File: config.mk
export PLATFORM = sky130hd
export DESIGN_NAME = rename_sequencer
export DESIGN_NICKNAME = d
export VERILOG_FILES = /design/src/rtl/rename_pkg.sv /design/src/rtl/retire_fifo.sv /design/src/rtl/rename_sequencer.sv
export SDC_FILE = /design/constraint.sdc
export NUM_CORES = 1
export LEC_CHECK = 0
export BUFFER_PORTS_ARGS = -buffer_cell sky130_fd_sc_hd__buf_2
export CAP_MARGIN = 20
export CORE_MARGIN = 1
export CORE_UTILIZATION = 35
export CTS_BUF_LIST = sky130_fd_sc_hd__clkbuf_8
export DETAILED_ROUTE_END_ITERATION = 10
export GPL_TIMING_DRIVEN = 0
export MAX_ROUTING_LAYER = met4
export PLACE_DENSITY = 0.59
export SYNTH_ARGS = -nofsm -noshare
export SYNTH_HDL_FRONTEND = slang
export SYNTH_HIERARCHICAL = 1
export SYNTH_SLANG_ARGS = --single-unit
File: constraint.sdc
create_clock -name clk -period 8.2 [get_ports clk]
set_input_delay 0 -clock clk [delete_from_list [all_inputs] [get_ports clk]]
set_output_delay 0 -clock clk [all_outputs]
set_load 0.02 [all_outputs]
File: src/rtl/rename_pkg.sv
// rtl/rename_pkg.sv - shared sizes and grant encoding for the rename sequencer
package rename_pkg;

  localparam int NUM_PHYS_REGS = 64;
  localparam int NUM_ARCH_REGS = 32;
  localparam int PHYS_W        = 6;
  localparam int ARCH_W        = 5;
  localparam int CNT_W         = 7;

  typedef enum logic [1:0] {
    GNT_NONE,
    GNT_ISSUE,
    GNT_RETIRE
  } grant_e;

endpackage

File: src/rtl/retire_fifo.sv
// rtl/retire_fifo.sv - synchronous FIFO buffering retired physical tags
module retire_fifo
  import rename_pkg::*;
#(
  parameter int WIDTH = PHYS_W,
  parameter int DEPTH = 4
) (
  input  logic                     clk,
  input  logic                     reset,
  input  logic                     push,
  input  logic [WIDTH-1:0]         push_data,
  input  logic                     pop,
  output logic [WIDTH-1:0]         head,
  output logic                     full,
  output logic                     empty,
  output logic [$clog2(DEPTH):0]   count
);

  localparam int AW = $clog2(DEPTH);

  logic [WIDTH-1:0] mem_q [DEPTH];
  logic [WIDTH-1:0] mem_d [DEPTH];
  logic [AW-1:0]    rd_ptr_q, rd_ptr_d;
  logic [AW-1:0]    wr_ptr_q, wr_ptr_d;
  logic [AW:0]      count_q, count_d;
  logic             push_ok;
  logic             pop_ok;

  assign full  = (count_q == (AW+1)'(DEPTH));
  assign empty = (count_q == '0);
  assign head  = mem_q[rd_ptr_q];
  assign count = count_q;

  assign push_ok = push && !full;
  assign pop_ok  = pop && !empty;

  always_comb begin
    mem_d    = mem_q;
    rd_ptr_d = rd_ptr_q;
    wr_ptr_d = wr_ptr_q;
    count_d  = count_q;
    if (push_ok) begin
      mem_d[wr_ptr_q] = push_data;
      wr_ptr_d        = wr_ptr_q + AW'(1);
    end
    if (pop_ok) begin
      rd_ptr_d = rd_ptr_q + AW'(1);
    end
    case ({push_ok, pop_ok})
      2'b10:   count_d = count_q + (AW+1)'(1);
      2'b01:   count_d = count_q - (AW+1)'(1);
      default: count_d = count_q;
    endcase
  end

  // Storage is left unreset; only the pointers define validity.
  always_ff @(posedge clk) begin
    mem_q <= mem_d;
    if (reset) begin
      rd_ptr_q <= '0;
      wr_ptr_q <= '0;
      count_q  <= '0;
    end else begin
      rd_ptr_q <= rd_ptr_d;
      wr_ptr_q <= wr_ptr_d;
      count_q  <= count_d;
    end
  end

endmodule

File: src/rtl/rename_sequencer.sv
// rtl/rename_sequencer.sv - arbitrates the single-ported rename unit between issue and retire
module rename_sequencer
  import rename_pkg::*;
#(
  parameter int RET_FIFO_DEPTH = 4
) (
  input  logic              clk,
  input  logic              reset,
  input  logic              dec_valid,
  output logic              dec_ready,
  input  logic [4:0]        dec_rs1,
  input  logic [4:0]        dec_rs2,
  input  logic [4:0]        dec_rd,
  input  logic              ret_valid,
  output logic              ret_ready,
  input  logic [5:0]        ret_phys_reg,
  output logic              rn_issue_valid,
  output logic              rn_retire_valid,
  output logic [4:0]        rn_rs1,
  output logic [4:0]        rn_rs2,
  output logic [4:0]        rn_rd,
  output logic [5:0]        rn_retire_phys_reg,
  input  logic [5:0]        rn_phys_rd,
  input  logic [5:0]        rn_phys_rs1,
  input  logic [5:0]        rn_phys_rs2,
  input  logic [5:0]        rn_old_phys_rd,
  input  logic [4:0]        rn_arch_reg,
  output logic              out_valid,
  output logic [5:0]        out_phys_rd,
  output logic [5:0]        out_phys_rs1,
  output logic [5:0]        out_phys_rs2,
  output logic [5:0]        out_old_phys_rd,
  output logic [4:0]        out_rd,
  output logic              ret_done_valid,
  output logic [4:0]        ret_done_arch_reg,
  output logic [6:0]        free_count,
  output logic [15:0]       stall_cycles,
  output logic              err_overflow
);

  localparam logic [CNT_W-1:0] FREE_INIT = CNT_W'(NUM_PHYS_REGS - NUM_ARCH_REGS);

  logic [PHYS_W-1:0]              fifo_head;
  logic                           fifo_full;
  logic                           fifo_empty;
  logic [$clog2(RET_FIFO_DEPTH):0] fifo_count;

  grant_e            gnt;
  grant_e            last_grant_q, last_grant_d;
  logic [CNT_W-1:0]  free_count_q, free_count_d;
  logic [15:0]       stall_cycles_q, stall_cycles_d;
  logic              err_overflow_q, err_overflow_d;
  logic              out_valid_q, out_valid_d;
  logic [5:0]        out_phys_rd_q, out_phys_rd_d;
  logic [5:0]        out_phys_rs1_q, out_phys_rs1_d;
  logic [5:0]        out_phys_rs2_q, out_phys_rs2_d;
  logic [5:0]        out_old_phys_rd_q, out_old_phys_rd_d;
  logic [4:0]        out_rd_q, out_rd_d;
  logic              ret_done_valid_q, ret_done_valid_d;
  logic [4:0]        ret_done_arch_reg_q, ret_done_arch_reg_d;
  logic              issue_elig;
  logic              retire_elig;

  retire_fifo #(
    .WIDTH (PHYS_W),
    .DEPTH (RET_FIFO_DEPTH)
  ) u_retire_fifo (
    .clk       (clk),
    .reset     (reset),
    .push      (ret_valid),
    .push_data (ret_phys_reg),
    .pop       (gnt == GNT_RETIRE),
    .head      (fifo_head),
    .full      (fifo_full),
    .empty     (fifo_empty),
    .count     (fifo_count)
  );

  assign ret_ready   = !fifo_full;
  assign issue_elig  = dec_valid && (free_count_q != '0);
  assign retire_elig = !fifo_empty;

  // A full FIFO or an exhausted free list forces retire so the ROB can never deadlock issue.
  always_comb begin
    gnt = GNT_NONE;
    if (reset) begin
      gnt = GNT_NONE;
    end else if (fifo_full || ((free_count_q == '0) && retire_elig)) begin
      gnt = GNT_RETIRE;
    end else if (issue_elig && retire_elig) begin
      gnt = (last_grant_q == GNT_ISSUE) ? GNT_RETIRE : GNT_ISSUE;
    end else if (issue_elig) begin
      gnt = GNT_ISSUE;
    end else if (retire_elig) begin
      gnt = GNT_RETIRE;
    end
  end

  assign dec_ready          = (gnt == GNT_ISSUE);
  assign rn_issue_valid     = (gnt == GNT_ISSUE);
  assign rn_retire_valid    = (gnt == GNT_RETIRE);
  assign rn_rs1             = (gnt == GNT_ISSUE)  ? dec_rs1   : '0;
  assign rn_rs2             = (gnt == GNT_ISSUE)  ? dec_rs2   : '0;
  assign rn_rd              = (gnt == GNT_ISSUE)  ? dec_rd    : '0;
  assign rn_retire_phys_reg = (gnt == GNT_RETIRE) ? fifo_head : '0;

  always_comb begin
    last_grant_d        = last_grant_q;
    free_count_d        = free_count_q;
    stall_cycles_d      = stall_cycles_q;
    err_overflow_d      = err_overflow_q;
    out_valid_d         = (gnt == GNT_ISSUE);
    out_phys_rd_d       = out_phys_rd_q;
    out_phys_rs1_d      = out_phys_rs1_q;
    out_phys_rs2_d      = out_phys_rs2_q;
    out_old_phys_rd_d   = out_old_phys_rd_q;
    out_rd_d            = out_rd_q;
    ret_done_valid_d    = (gnt == GNT_RETIRE);
    ret_done_arch_reg_d = ret_done_arch_reg_q;

    if (gnt != GNT_NONE) begin
      last_grant_d = gnt;
    end
    if (gnt == GNT_ISSUE) begin
      free_count_d      = free_count_q - CNT_W'(1);
      out_phys_rd_d     = rn_phys_rd;
      out_phys_rs1_d    = rn_phys_rs1;
      out_phys_rs2_d    = rn_phys_rs2;
      out_old_phys_rd_d = rn_old_phys_rd;
      out_rd_d          = dec_rd;
    end
    if (gnt == GNT_RETIRE) begin
      ret_done_arch_reg_d = rn_arch_reg;
      if (free_count_q == FREE_INIT) begin
        err_overflow_d = 1'b1;
      end else begin
        free_count_d = free_count_q + CNT_W'(1);
      end
    end
    if (dec_valid && (free_count_q == '0) && (stall_cycles_q != 16'hffff)) begin
      stall_cycles_d = stall_cycles_q + 16'd1;
    end
  end

  always_ff @(posedge clk) begin
    if (reset) begin
      last_grant_q        <= GNT_RETIRE;
      free_count_q        <= FREE_INIT;
      stall_cycles_q      <= '0;
      err_overflow_q      <= 1'b0;
      out_valid_q         <= 1'b0;
      out_phys_rd_q       <= '0;
      out_phys_rs1_q      <= '0;
      out_phys_rs2_q      <= '0;
      out_old_phys_rd_q   <= '0;
      out_rd_q            <= '0;
      ret_done_valid_q    <= 1'b0;
      ret_done_arch_reg_q <= '0;
    end else begin
      last_grant_q        <= last_grant_d;
      free_count_q        <= free_count_d;
      stall_cycles_q      <= stall_cycles_d;
      err_overflow_q      <= err_overflow_d;
      out_valid_q         <= out_valid_d;
      out_phys_rd_q       <= out_phys_rd_d;
      out_phys_rs1_q      <= out_phys_rs1_d;
      out_phys_rs2_q      <= out_phys_rs2_d;
      out_old_phys_rd_q   <= out_old_phys_rd_d;
      out_rd_q            <= out_rd_d;
      ret_done_valid_q    <= ret_done_valid_d;
      ret_done_arch_reg_q <= ret_done_arch_reg_d;
    end
  end

  assign free_count        = free_count_q;
  assign stall_cycles      = stall_cycles_q;
  assign err_overflow      = err_overflow_q;
  assign out_valid         = out_valid_q;
  assign out_phys_rd       = out_phys_rd_q;
  assign out_phys_rs1      = out_phys_rs1_q;
  assign out_phys_rs2      = out_phys_rs2_q;
  assign out_old_phys_rd   = out_old_phys_rd_q;
  assign out_rd            = out_rd_q;
  assign ret_done_valid    = ret_done_valid_q;
  assign ret_done_arch_reg = ret_done_arch_reg_q;

endmodule

==> results of run 1 <==
==> synth_stat cells, drive strengths merged (2+ instances only) <==
library cell / n / area [µm²]
nor2: 43 / 161
or3: 7 / 43.8
mux2i: 15 / 150
and2: 27 / 169
nor2b: 4 / 25.0
inv: 13 / 48.8
xnor2: 9 / 78.8
mux4: 6 / 135
edfxtp: 24 / 721
a21oi: 10 / 53.8
and4: 2 / 17.5
nand3: 8 / 40.0
nand2: 31 / 116
nor3b: 2 / 20.0
xor2: 4 / 35.0
nand2b: 30 / 188
a22oi: 2 / 15.0
and3: 4 / 25.0
clkbuf: 16 / 60.1
a31oi: 2 / 12.5
ha: 8 / 100
nor3: 6 / 40.0
nand4: 6 / 37.5
o31ai: 2 / 15.0
a211oi: 6 / 45.0
mux2: 4 / 45.0
o211ai: 2 / 15.0
o21ai: 33 / 165
buf: 7 / 51.3
dfxtp: 69 / 1380
==> final cells by class <==
cell class                 instances  share of cell area, %
timing repair buffer             181                   19.8
tap                              143                   3.16
inverter                          13                  0.863
clock buffer                       9                   2.19
sequential                        93                   37.2
multi-input combinational        287                   33.5
buffer                            23                   1.97
clock inverter                     7                   1.31
==> critical path: stages (launching register included) <==
cell and delay [ns]:
sky130_fd_sc_hd__dfxtp_1 0.38, sky130_fd_sc_hd__inv_1 0.08, sky130_fd_sc_hd__ha_1 0.21, sky130_fd_sc_hd__or4b_4 0.48
sky130_fd_sc_hd__buf_6 0.15, sky130_fd_sc_hd__o311ai_2 0.32, sky130_fd_sc_hd__a21oi_2 0.27, sky130_fd_sc_hd__nor2_1 0.52
sky130_fd_sc_hd__o31ai_1 0.21, sky130_fd_sc_hd__inv_1 0.09, sky130_fd_sc_hd__ha_1 0.17, sky130_fd_sc_hd__inv_1 0.06
sky130_fd_sc_hd__fa_1 0.37, sky130_fd_sc_hd__xor2_1 0.16, sky130_fd_sc_hd__or3_1 0.31, sky130_fd_sc_hd__a21oi_1 0.14
==> worst paths after layout <==
check | slack [ns] | end | depth (start not counted)
max | 4.22 | u_retire_fifo/count[2]$_SDFFE_PP0P_ | 15
min | 0.31 | rn_rs1[4] | 3
max reg2reg | 4.22 | u_retire_fifo/count[2]$_SDFFE_PP0P_ | 15
min reg2reg | 0.47 | err_overflow$_SDFFE_PP0P_ | 2
==> power by group <==
part | leakage, nW | total [mW] | switching, mW | internal [mW]
Combinational | 1.56 | 0.354 | 0.202 | 0.153
Sequential | 0.785 | 0.554 | 0.0375 | 0.517
Clock | 0.106 | 0.309 | 0.166 | 0.143
Total | 2.46 | 1.22 | 0.405 | 0.813
==> cell families (layout without fill, tap and decap cells) <==
kind of cell | after synthesis | in the layout | synth area share [%]
multiplexers | 25 | 25 | 7.95
buffers and inverters | 36 | 233 | 3.85
flip-flops | 93 | 93 | 50.6
adder cells (fa/ha/maj) | 9 | 9 | 2.89
XOR/XNOR | 13 | 13 | 2.74
AO/OA/AOI/OAI | 66 | 66 | 9.84
AND/OR/NAND/NOR | 174 | 174 | 22.2
==> layout by cell type, fill, tap and decap left out, types with 7 or more instances in the layout <==
cell / instances
sky130_fd_sc_hd__a21oi_1: 9
sky130_fd_sc_hd__and2_1: 27
sky130_fd_sc_hd__buf_2: 140
sky130_fd_sc_hd__clkbuf_1: 16
sky130_fd_sc_hd__clkbuf_8: 9
sky130_fd_sc_hd__dfxtp_1: 69
sky130_fd_sc_hd__dlygate4sd3_1: 43
sky130_fd_sc_hd__edfxtp_1: 24
sky130_fd_sc_hd__ha_1: 8
sky130_fd_sc_hd__inv_1: 14
sky130_fd_sc_hd__mux2i_1: 15
sky130_fd_sc_hd__nand2_1: 31
sky130_fd_sc_hd__nand2b_1: 30
sky130_fd_sc_hd__nand3_1: 8
sky130_fd_sc_hd__nor2_1: 43
sky130_fd_sc_hd__o21ai_0: 33
sky130_fd_sc_hd__or3_1: 7
sky130_fd_sc_hd__xnor2_1: 9
==> metrics by stage <==
stage                     setup slack, ns  cell area, µm²  utilization, %  hold WS [ns]  std cells
after global placement               4.34            5030            43.6         0.197        697
after CTS                            4.20            5650            49.1         0.316        756
after global routing                 3.91            5650            49.1         0.327        756
after floorplan                      4.48            4160               -        0.0691        416
after detailed placement             4.22            5030            43.6         0.201        697
final                                4.22            5650            49.1         0.315        756
==> metal layers <==
metal  track usage [%]  vias to the layer above  wire [µm]
li1                  -                     1829          -
met1              21.5                     1690       4560
met2              27.9                       79       4970
met3              4.16                       21        341
met4              7.95                        0        291
met5                 -                        -          0
==> results_tabular.tex, run 1 <==
\begin{tabular}{lr}
\hline
Metric & Value \\
\hline
\multicolumn{2}{l}{\textbf{Synth}} \\
Synth unique cells & 51 \\
Cells after Synth & 416 \\
Synth Cell Area & between 0.004 and 0.005 mm² \\
EDFF count, synth & 24 \\
Proportion of synthesized chip area in sequential cells & roughly 50\% \\
Post-synth top flop & sky130\_fd\_sc\_hd\_\_dfxtp\_1 \\
Post-synthesis async set-or-reset flop share & 0\% \\
Yosys synthesis warning count & 6 \\
Register bit total from synthesis & 93 \\
Synth Area per Inst & 9.99 µm² \\
Net count of the mapped netlist & $\sim$480 \\
\multicolumn{2}{l}{\textbf{STA}} \\
Number of failing hold endpoints at the final stage & 0 \\
Final setup TNS & 0 ns \\
Fmax & around 250 MHz \\
Setup repair after global routing missed its margin & no \\
Worst slew margin relative to its limit & a little over half \\
Pin slew with the least headroom to its limit & 0.686 ns \\
Final setup fails & 0 \\
Final number of max-transition violations & 0 \\
Final critical delay including setup and external delays & $\sim$4 ns \\
Fraction of the cycle the final worst path needs & between 40 and 50\% \\
Largest clock skew in the final design & about 0.0087 ns \\
\multicolumn{2}{l}{\textbf{Layout}} \\
Net total in the final layout & 671 \\
Synth-to-layout area growth & 36.0\% \\
N\_diodes & 0 \\
Largest register FFs & 24 \\
Final-layout fill cell count & 1106 \\
Share of layout cells above drive strength 1 & 28.7\% \\
Area of combinational cells with multiple inputs & $\sim$0.0019 mm² \\
Register with the most flip-flops & u\_retire\_fifo/mem\_q \\
Seq. cell area & about 0.0021 mm² \\
\multicolumn{2}{l}{\textbf{Power and ir drop}} \\
P\_leak & 2.46 nW \\
Power per standard cell area & approximately 220 mW/mm² \\
Maximum ir drop on the vdd rail & 0.0936 mV \\
Power after layout & around 1.2 mW \\
\multicolumn{2}{l}{\textbf{Detailed routing}} \\
Remaining routing DRC violations & 10 \\
Number of nets still failing antenna checks after routing & 0 \\
Number of vias in the routed layout & roughly 3600 \\
First-pass detailed-route iteration total & 7 \\
Post-Route WL & approximately 10 mm \\
DR vias/cell & between 4 and 5 \\
Routed len/inst & around 13 µm \\
Drt initial violations & $\sim$160 \\
\multicolumn{2}{l}{\textbf{Critical path}} \\
Kind of capture point of the worst setup path & flip-flop \\
Startpoint-to-endpoint class of the critical path & reg2reg \\
Critical path startpoint category & flip-flop \\
Data required time of the critical path & about 8.5 ns \\
Worst R2R Start & free\_count[0]\$\_SDFF\_PP0\_ \\
Launch point of the critical path & free\_count[0]\$\_SDFF\_PP0\_ \\
Data arrival time of the critical path & 4.27 ns \\
Maximum fanout count along the critical path & 9 \\
\multicolumn{2}{l}{\textbf{CTS}} \\
Hold bufs inserted after CTS & 43 \\
Post-cts resize count & 0 \\
Clk root buf & sky130\_fd\_sc\_hd\_\_clkbuf\_8 \\
Reg clk slew, reported paths & 0.09 ns \\
Count of H-tree levels built during CTS & 3 \\
Clock Latency Late Sink & approximately 0.36 ns \\
Setup fix buffers added after clock tree synthesis & 0 \\
Number of buffers created by CTS & 9 \\
CTS tree & done \\
Clock Tree Buf Depth & 2 \\
Sink count of the clock tree & 93 \\
\multicolumn{2}{l}{\textbf{Floorplanning}} \\
Die area & between 0.01 and 0.015 mm² \\
Y dimension of the die & 111 µm \\
\# IOs & about 140 \\
Starting density of the core & about 36\% \\
X dimension of the die & about 110 µm \\
Core area & 0.0115 mm² \\
Row cnt & 39 \\
\multicolumn{2}{l}{\textbf{Placed design}} \\
Final estimated routing congestion in global placement & about 0.8 \\
Port-buffer cells & about 140 \\
Placed wire-length estimate & approximately 7.1 mm \\
\multicolumn{2}{l}{\textbf{Job}} \\
Maxcap violations & 0 \\
\multicolumn{2}{l}{\textbf{Hold path}} \\
Startpoint of the worst hold path & dec\_rs1[4] \\
Class of the worst hold path & in2out \\
\multicolumn{2}{l}{\textbf{Run status}} \\
Run status & finished, violations left \\
Failing checks & DRC \\
\multicolumn{2}{l}{\textbf{Global route}} \\
Congestion Overflow GR & 0 \\
Global-route wire length before repair & between 15 and 20 mm \\
Number of antenna violations at the first check in global routing & 0 \\
Total track usage & between 10\% and 20\% \\
Vias in the first global route & between 3000 and 4000 \\
Largest net degree at the start of global routing & 17 \\
\hline
\end{tabular}
No activity file was read; power rests on OpenSTA's default activity.
==> run 2: changes to the inputs <==
--- a/config.mk
+++ b/config.mk
@@ -13,7 +13,7 @@
 export DETAILED_ROUTE_END_ITERATION = 10
 export GPL_TIMING_DRIVEN = 0
 export MAX_ROUTING_LAYER = met4
-export PLACE_DENSITY = 0.59
+export PLACE_DENSITY = 0.61
 export SYNTH_ARGS = -nofsm -noshare
 export SYNTH_HDL_FRONTEND = slang
 export SYNTH_HIERARCHICAL = 1
==> constraint.sdc (replaced) <==
create_clock -name clk -period 3.3 [get_ports clk]
set_input_delay 0 -clock clk [delete_from_list [all_inputs] [get_ports clk]]
set_output_delay 0 -clock clk [all_outputs]
set_load 0.02 [all_outputs]
==> results_tabular.tex, run 2 (synthesized netlist as in run 1, its figures left out) <==
\begin{tabular}{lr}
\hline
Metric & Value \\
\hline
\multicolumn{2}{l}{\textbf{Detailed routing}} \\
Post-Route WL & slightly above 10 mm \\
DR vias/cell & just under 5 \\
Number of nets still failing antenna checks after routing & 0 \\
First-pass detailed-route iteration total & 7 \\
Drt initial violations & 180 \\
Routed len/inst & about 14 µm \\
Number of vias in the routed layout & $\sim$3700 \\
Remaining routing DRC violations & 10 \\
\multicolumn{2}{l}{\textbf{STA}} \\
Fmax & about 320 MHz \\
Largest clock skew in the final design & about 0.0090 ns \\
Number of failing hold endpoints at the final stage & 0 \\
Final number of max-transition violations & 0 \\
Final critical delay including setup and external delays & around 3.2 ns \\
Final setup fails & 0 \\
Pin slew with the least headroom to its limit & about 0.54 ns \\
Worst slew margin relative to its limit & between 60\% and 70\% \\
Fraction of the cycle the final worst path needs & between 90\% and 100\% \\
\multicolumn{2}{l}{\textbf{Floorplanning}} \\
Core area & $\sim$0.012 mm² \\
Starting density of the core & around 36\% \\
Y dimension of the die & about 110 µm \\
Die area & $\sim$0.012 mm² \\
\# IOs & between 100 and 150 \\
Row cnt & 39 \\
X dimension of the die & approximately 110 µm \\
\multicolumn{2}{l}{\textbf{Placed design}} \\
Final estimated routing congestion in global placement & approximately 0.8 \\
Port-buffer cells & around 140 \\
Placed wire-length estimate & 7.13 mm \\
Placed instance area & 0.00505 mm² \\
\multicolumn{2}{l}{\textbf{Layout}} \\
Most common library cell in the layout ignoring fill and taps & sky130\_fd\_sc\_hd\_\_buf\_2 \\
Share of layout cells above drive strength 1 & 30.4\% \\
Design Area, Final & approximately 0.0057 mm² \\
Core utilization of the finished layout & approximately 50\% \\
Highest-count cells in the layout ignoring fill and taps & sky130\_fd\_sc\_hd\_\_buf\_2, sky130\_fd\_sc\_hd\_\_dfxtp\_1, sky130\_fd\_sc\_hd\_\_dlygate4sd3\_1, sky130\_fd\_sc\_hd\_\_nor2\_1, sky130\_fd\_sc\_hd\_\_o21ai\_0 \\
Largest register FFs & 24 \\
N\_diodes & 0 \\
Final-layout fill cell count & about 1100 \\
Register with the most flip-flops & u\_retire\_fifo/mem\_q \\
Net total in the final layout & about 670 \\
Synth-to-layout area growth & 37.5\% \\
\multicolumn{2}{l}{\textbf{Critical path}} \\
Worst Reg-to-Reg Cells & 15 \\
Max stage delay on crit path & $\sim$0.46 ns \\
Startpoint-to-endpoint class of the critical path & reg2reg \\
Reg2Reg Setup Slack & roughly 0.13 ns \\
Worst path cell trace & inv\_2 > ha\_4 > or4b\_4 > buf\_6 > o311ai\_4 > a21oi\_4 > nor2\_4 > o31ai\_2 > inv\_1 > ha\_1 > inv\_1 > fa\_1 > xor2\_1 > or3\_1 > a21oi\_2 \\
Cell occurring most often along the worst timing path & sky130\_fd\_sc\_hd\_\_inv\_1 \\
Critical path startpoint category & flip-flop \\
Data arrival time of the critical path & roughly 3.5 ns \\
Data required time of the critical path & 3.63 ns \\
Kind of capture point of the worst setup path & flip-flop \\
Maximum fanout count along the critical path & 7 \\
Slowest stage cell on the critical path & sky130\_fd\_sc\_hd\_\_or4b\_4 \\
\multicolumn{2}{l}{\textbf{Job}} \\
Maxcap violations & 0 \\
\multicolumn{2}{l}{\textbf{Run status}} \\
Run status & finished, violations left \\
Failing checks & DRC \\
\multicolumn{2}{l}{\textbf{Global route}} \\
Number of antenna violations at the first check in global routing & 0 \\
Vias in the first global route & 3577 \\
Total track usage & approximately 18\% \\
Global-route wire length before repair & 16.9 mm \\
Congestion Overflow GR & 0 \\
Largest net degree at the start of global routing & 19 \\
\multicolumn{2}{l}{\textbf{Power and ir drop}} \\
P\_leak & roughly 2.5 nW \\
Maximum ir drop on the vdd rail & 0.300 mV \\
Power per standard cell area & approximately 540 mW/mm² \\
\multicolumn{2}{l}{\textbf{CTS}} \\
CTS tree & done \\
Clock Latency Late Sink & roughly 0.38 ns \\
Clock Tree Buf Depth & 2 \\
Count of H-tree levels built during CTS & 3 \\
Reg clk slew, reported paths & roughly 0.10 ns \\
Number of buffers created by CTS & 9 \\
Clk root buf & sky130\_fd\_sc\_hd\_\_clkbuf\_8 \\
Sink count of the clock tree & 93 \\
\multicolumn{2}{l}{\textbf{Hold path}} \\
Worst hold path depth & 3 \\
Class of the worst hold path & in2out \\
\hline
\end{tabular}
[run 2: cell types whose count changed in the layout (fill, tap and decap cells not counted), sizes merged]
cell,delta
buf,+2
bufinv,-1
inv,+1
[run 2: final timing paths]
| kind | start | end |
|---|---|---|
| max | free_count[0]$_SDFF_PP0_ | u_retire_fifo/count[2]$_SDFFE_PP0P_ |
| min | dec_rs1[1] | rn_rs1[1] |
| min reg2reg | err_overflow$_SDFFE_PP0P_ | err_overflow$_SDFFE_PP0P_ |
| max reg2reg | free_count[0]$_SDFF_PP0_ | u_retire_fifo/count[2]$_SDFFE_PP0P_ |
[run 2: worst max-delay path, delay by kind of cell, from the launching register on]
family	cells	cell delay, ns
simple gates	3	0.91
fa+ha+maj	3	0.67
compound gates	4	0.66
flops	1	0.38
buf+inv	4	0.34
xor+xnor	1	0.16
[run 2: metrics by stage]
| stage | instances | total power, mW | setup WS [ns] | hold slack, ns | setup TNS [ns] |
|---|---|---|---|---|---|
| final | 758 | 3.07 | 0.132 | 0.319 | 0 |
| after global routing | 758 | 3.24 | -0.00639 | 0.336 | -0.00639 |
| after CTS | 758 | 3.07 | 0.0905 | 0.321 | 0 |
| after detailed placement | 697 | 2.26 | -0.188 | 0.200 | -0.188 |
| after global placement | 697 | 2.24 | -0.104 | 0.194 | -0.104 |
| after floorplan | 416 | 2.00 | 0.0111 | 0.0691 | 0 |
[run 2: final cells by class]
cell class	count	area (µm²)	area share, %
repair buffers	183	1140	19.9
well taps	143	179	3.13
multi-input cells	287	1940	34.0
clock inverters	7	66.3	1.16
flip-flops and latches	93	2110	36.9
plain buffers	23	111	1.95
inverters	13	48.8	0.854
clock buffers	9	124	2.17
[run 2: timing repair]
action | CTS | global route
setup buffers | 2 | 0
setup endpoints to repair | 1 | 1
hold buffers | 43 | 0
endpoints found under the hold margin | 65 | 0
gates resized for setup | 0 | 8
pin swaps | 2 | 2
[run 2: power by group]
part	internal, mW	switching (mW)	total, mW
logic	0.408	0.517	0.925
registers	1.29	0.0977	1.39
clock network	0.296	0.459	0.754
total	2.00	1.07	3.07
[run 2: metal layers]
layer | up-vias | wire length [µm] | GRT usage, %
li1 | 1827 | - | -
met3 | 25 | 410 | 3.06
met1 | 1710 | 4510 | 20.6
met5 | - | 0 | -
met2 | 101 | 5110 | 29.9
met4 | 0 | 300 | 8.77
==> run 3: changes to the inputs <==
--- a/config.mk
+++ b/config.mk
@@ -5,15 +5,15 @@
 export SDC_FILE = /design/constraint.sdc
 export NUM_CORES = 1
 export LEC_CHECK = 0
-export BUFFER_PORTS_ARGS = -buffer_cell sky130_fd_sc_hd__buf_2
 export CAP_MARGIN = 20
 export CORE_MARGIN = 1
 export CORE_UTILIZATION = 35
 export CTS_BUF_LIST = sky130_fd_sc_hd__clkbuf_8
 export DETAILED_ROUTE_END_ITERATION = 10
+export DONT_BUFFER_PORTS = 1
 export GPL_TIMING_DRIVEN = 0
 export MAX_ROUTING_LAYER = met4
-export PLACE_DENSITY = 0.61
+export PLACE_DENSITY = 0.51
 export SYNTH_ARGS = -nofsm -noshare
 export SYNTH_HDL_FRONTEND = slang
 export SYNTH_HIERARCHICAL = 1
==> results_tabular.tex, run 3 (synthesized netlist as in run 1, its figures left out) <==
\begin{tabular}{lr}
\hline
Metric & Value \\
\hline
\multicolumn{2}{l}{\textbf{Floorplanning}} \\
Core area & $\sim$0.012 mm² \\
Row cnt & 39 \\
Starting density of the core & between 30\% and 40\% \\
Y dimension of the die & around 110 µm \\
Die area & between 0.01 and 0.015 mm² \\
\# IOs & about 140 \\
X dimension of the die & between 100 and 150 µm \\
\multicolumn{2}{l}{\textbf{Global route}} \\
Global-route wire length before repair & about 16 mm \\
Global-route layer with the greatest usage & met2 \\
Largest net degree at the start of global routing & 17 \\
Met2 routing resource usage after global routing & between 20\% and 30\% \\
Total track usage & 17.0\% \\
Congestion Overflow GR & 0 \\
Vias in the first global route & 3137 \\
Number of antenna violations at the first check in global routing & 0 \\
Met1 capacity usage during global routing & about a fifth \\
Met3 usage & around 5.5\% \\
\multicolumn{2}{l}{\textbf{Run status}} \\
Run status & finished, violations left \\
Failing checks & DRC \\
\multicolumn{2}{l}{\textbf{Critical path}} \\
Critical path startpoint category & flip-flop \\
Crit-path leading delay family & simple AND/OR/NAND/NOR gates \\
Reg2Reg Setup Slack & 0.1 ns \\
Data arrival time of the critical path & 3.51 ns \\
Max stage delay on crit path & $\sim$0.48 ns \\
Maximum fanout count along the critical path & 6 \\
Buf+Inv Stages, Crit Path & 3 \\
Kind of capture point of the worst setup path & flip-flop \\
Worst path cell trace & inv\_4 > ha\_4 > or4b\_4 > o311ai\_4 > a21oi\_4 > nor2\_4 > o31ai\_4 > inv\_1 > ha\_2 > inv\_2 > fa\_2 > xor2\_1 > or3\_1 > a21oi\_1 \\
Data required time of the critical path & approximately 3.6 ns \\
Slowest stage cell on the critical path & sky130\_fd\_sc\_hd\_\_or4b\_4 \\
Startpoint-to-endpoint class of the critical path & reg2reg \\
\multicolumn{2}{l}{\textbf{Layout}} \\
Most common library cell in the layout ignoring fill and taps & sky130\_fd\_sc\_hd\_\_dfxtp\_1 \\
Register with the most flip-flops & u\_retire\_fifo/mem\_q \\
Seq. cell area & approximately 0.0021 mm² \\
Largest register FFs & 24 \\
Area of combinational cells with multiple inputs & a little under 0.002 mm² \\
Design Area, Final & 0.00509 mm² \\
Final-layout fill cell count & approximately 1100 \\
Share of layout cells above drive strength 1 & between 10\% and 20\% \\
Core utilization of the finished layout & 44.2\% \\
Net total in the final layout & $\sim$540 \\
Highest-count cells in the layout ignoring fill and taps & sky130\_fd\_sc\_hd\_\_dfxtp\_1, sky130\_fd\_sc\_hd\_\_dlygate4sd3\_1, sky130\_fd\_sc\_hd\_\_nor2\_1, sky130\_fd\_sc\_hd\_\_o21ai\_0, sky130\_fd\_sc\_hd\_\_nand2\_1 \\
N\_diodes & 0 \\
Synth-to-layout area growth & 22.4\% \\
\multicolumn{2}{l}{\textbf{STA}} \\
Setup repair after global routing missed its margin & yes \\
Final setup TNS & 0 ns \\
Largest clock skew in the final design & 0.0156 ns \\
Fmax & around 310 MHz \\
Pin slew with the least headroom to its limit & slightly above 0.7 ns \\
Final critical delay including setup and external delays & approximately 3.2 ns \\
Final number of max-transition violations & 0 \\
Number of failing hold endpoints at the final stage & 0 \\
Worst slew margin relative to its limit & a little over half \\
Final setup fails & 0 \\
Fraction of the cycle the final worst path needs & a little over nine tenths \\
\multicolumn{2}{l}{\textbf{Power and ir drop}} \\
P\_leak & between 1.5 and 2 nW \\
Power per standard cell area & approximately 600 mW/mm² \\
Maximum ir drop on the vdd rail & about 0.24 mV \\
Power after layout & roughly 3 mW \\
\multicolumn{2}{l}{\textbf{Detailed routing}} \\
First-pass detailed-route iteration total & 7 \\
Remaining routing DRC violations & 12 \\
Post-Route WL & 9.62 mm \\
Number of nets still failing antenna checks after routing & 0 \\
Number of vias in the routed layout & between 3000 and 4000 \\
Routed len/inst & about 15 µm \\
DR vias/cell & roughly 5 \\
Drt initial violations & 140 \\
\multicolumn{2}{l}{\textbf{Placed design}} \\
Port-buffer cells & 0 \\
Placed instance area & between 0.004 and 0.005 mm² \\
Placed wire-length estimate & $\sim$6.5 mm \\
Final estimated routing congestion in global placement & 0.768 \\
\multicolumn{2}{l}{\textbf{CTS}} \\
Number of buffers created by CTS & 9 \\
CTS tree & done \\
Clk root buf & sky130\_fd\_sc\_hd\_\_clkbuf\_8 \\
Sink count of the clock tree & just over 90 \\
Count of H-tree levels built during CTS & 3 \\
Clock Latency Late Sink & $\sim$0.37 ns \\
Clock Tree Buf Depth & 2 \\
Reg clk slew, reported paths & about 0.090 ns \\
\multicolumn{2}{l}{\textbf{Job}} \\
Maxcap violations & 0 \\
\multicolumn{2}{l}{\textbf{Hold path}} \\
Class of the worst hold path & in2reg \\
\hline
\end{tabular}
run 3: cell count changes in the layout (fill, tap and decap cells not counted), moves of 2 or more:
cell | before | now
sky130_fd_sc_hd__buf_2 | 140 | 2
sky130_fd_sc_hd__buf_4 | 4 | 10
sky130_fd_sc_hd__clkinvlp_4 | 0 | 3
sky130_fd_sc_hd__inv_8 | 3 | 0
sky130_fd_sc_hd__clkinv_4 | 2 | 0
run 3: layout make-up:
class | instances | share of cell area, %
well taps | 143 | 3.52
clock buffers | 9 | 2.44
inverters | 13 | 1.01
plain buffers | 22 | 1.97
multi-input cells | 288 | 38.5
flip-flops and latches | 93 | 41.5
repair buffers | 51 | 9.64
clock inverters | 7 | 1.45
run 3: where the power goes:
part | internal [mW] | total (mW) | switching [mW]
sequential | 1.29 | 1.52 | 0.230
combinational | 0.322 | 0.687 | 0.365
clock | 0.353 | 0.776 | 0.423
run 3: path summary, 6_finish.rpt:
| kind | to | cells past startpoint | startpoint |
|---|---|---|---|
| worst min-delay path | free_count[1]$_SDFF_PP0_ | 3 | dec_valid |
| worst max-delay path | u_retire_fifo/count[2]$_SDFFE_PP0P_ | 14 | free_count[1]$_SDFF_PP0_ |
| worst max register to register | u_retire_fifo/count[2]$_SDFFE_PP0P_ | 14 | free_count[1]$_SDFF_PP0_ |
| worst min register to register | last_grant_q[0]$_SDFFE_PP0P_ | 2 | last_grant_q[0]$_SDFFE_PP0P_ |
run 3: per-layer routing:
layer  wire, µm  share of wire, %
met5          0                 0
met3        560               5.8
met2       4720                49
met1       4200                44
met4        140               1.5
run 3: stage by stage:
stage / cells / worst slack [ns] / hold slack, ns
floorplan: 416 / 0.0111 / 0.0691
global placement: 559 / -0.301 / 0.0717
detailed placement: 559 / -0.366 / 0.0742
CTS: 624 / 0.0119 / 0.0788
global route: 626 / -0.0370 / 0.106
finish: 626 / 0.0957 / 0.101
run 3: what timing repair did:
item | in CTS | in global routing
setup endpoints to repair | 2 | 1
gates cloned | 1 | 0
hold buffers | 43 | 0
setup buffers | 6 | 2
gates resized for setup | 9 | 4
pin swaps | 5 | 4
endpoints found under the hold margin | 68 | 0
run 3: tightest hold or removal path, cell delays in order:
cell and delay (ns):
sky130_fd_sc_hd__o2111a_2 0.23, sky130_fd_sc_hd__or2_4 0.15, sky130_fd_sc_hd__a211oi_1 0.06
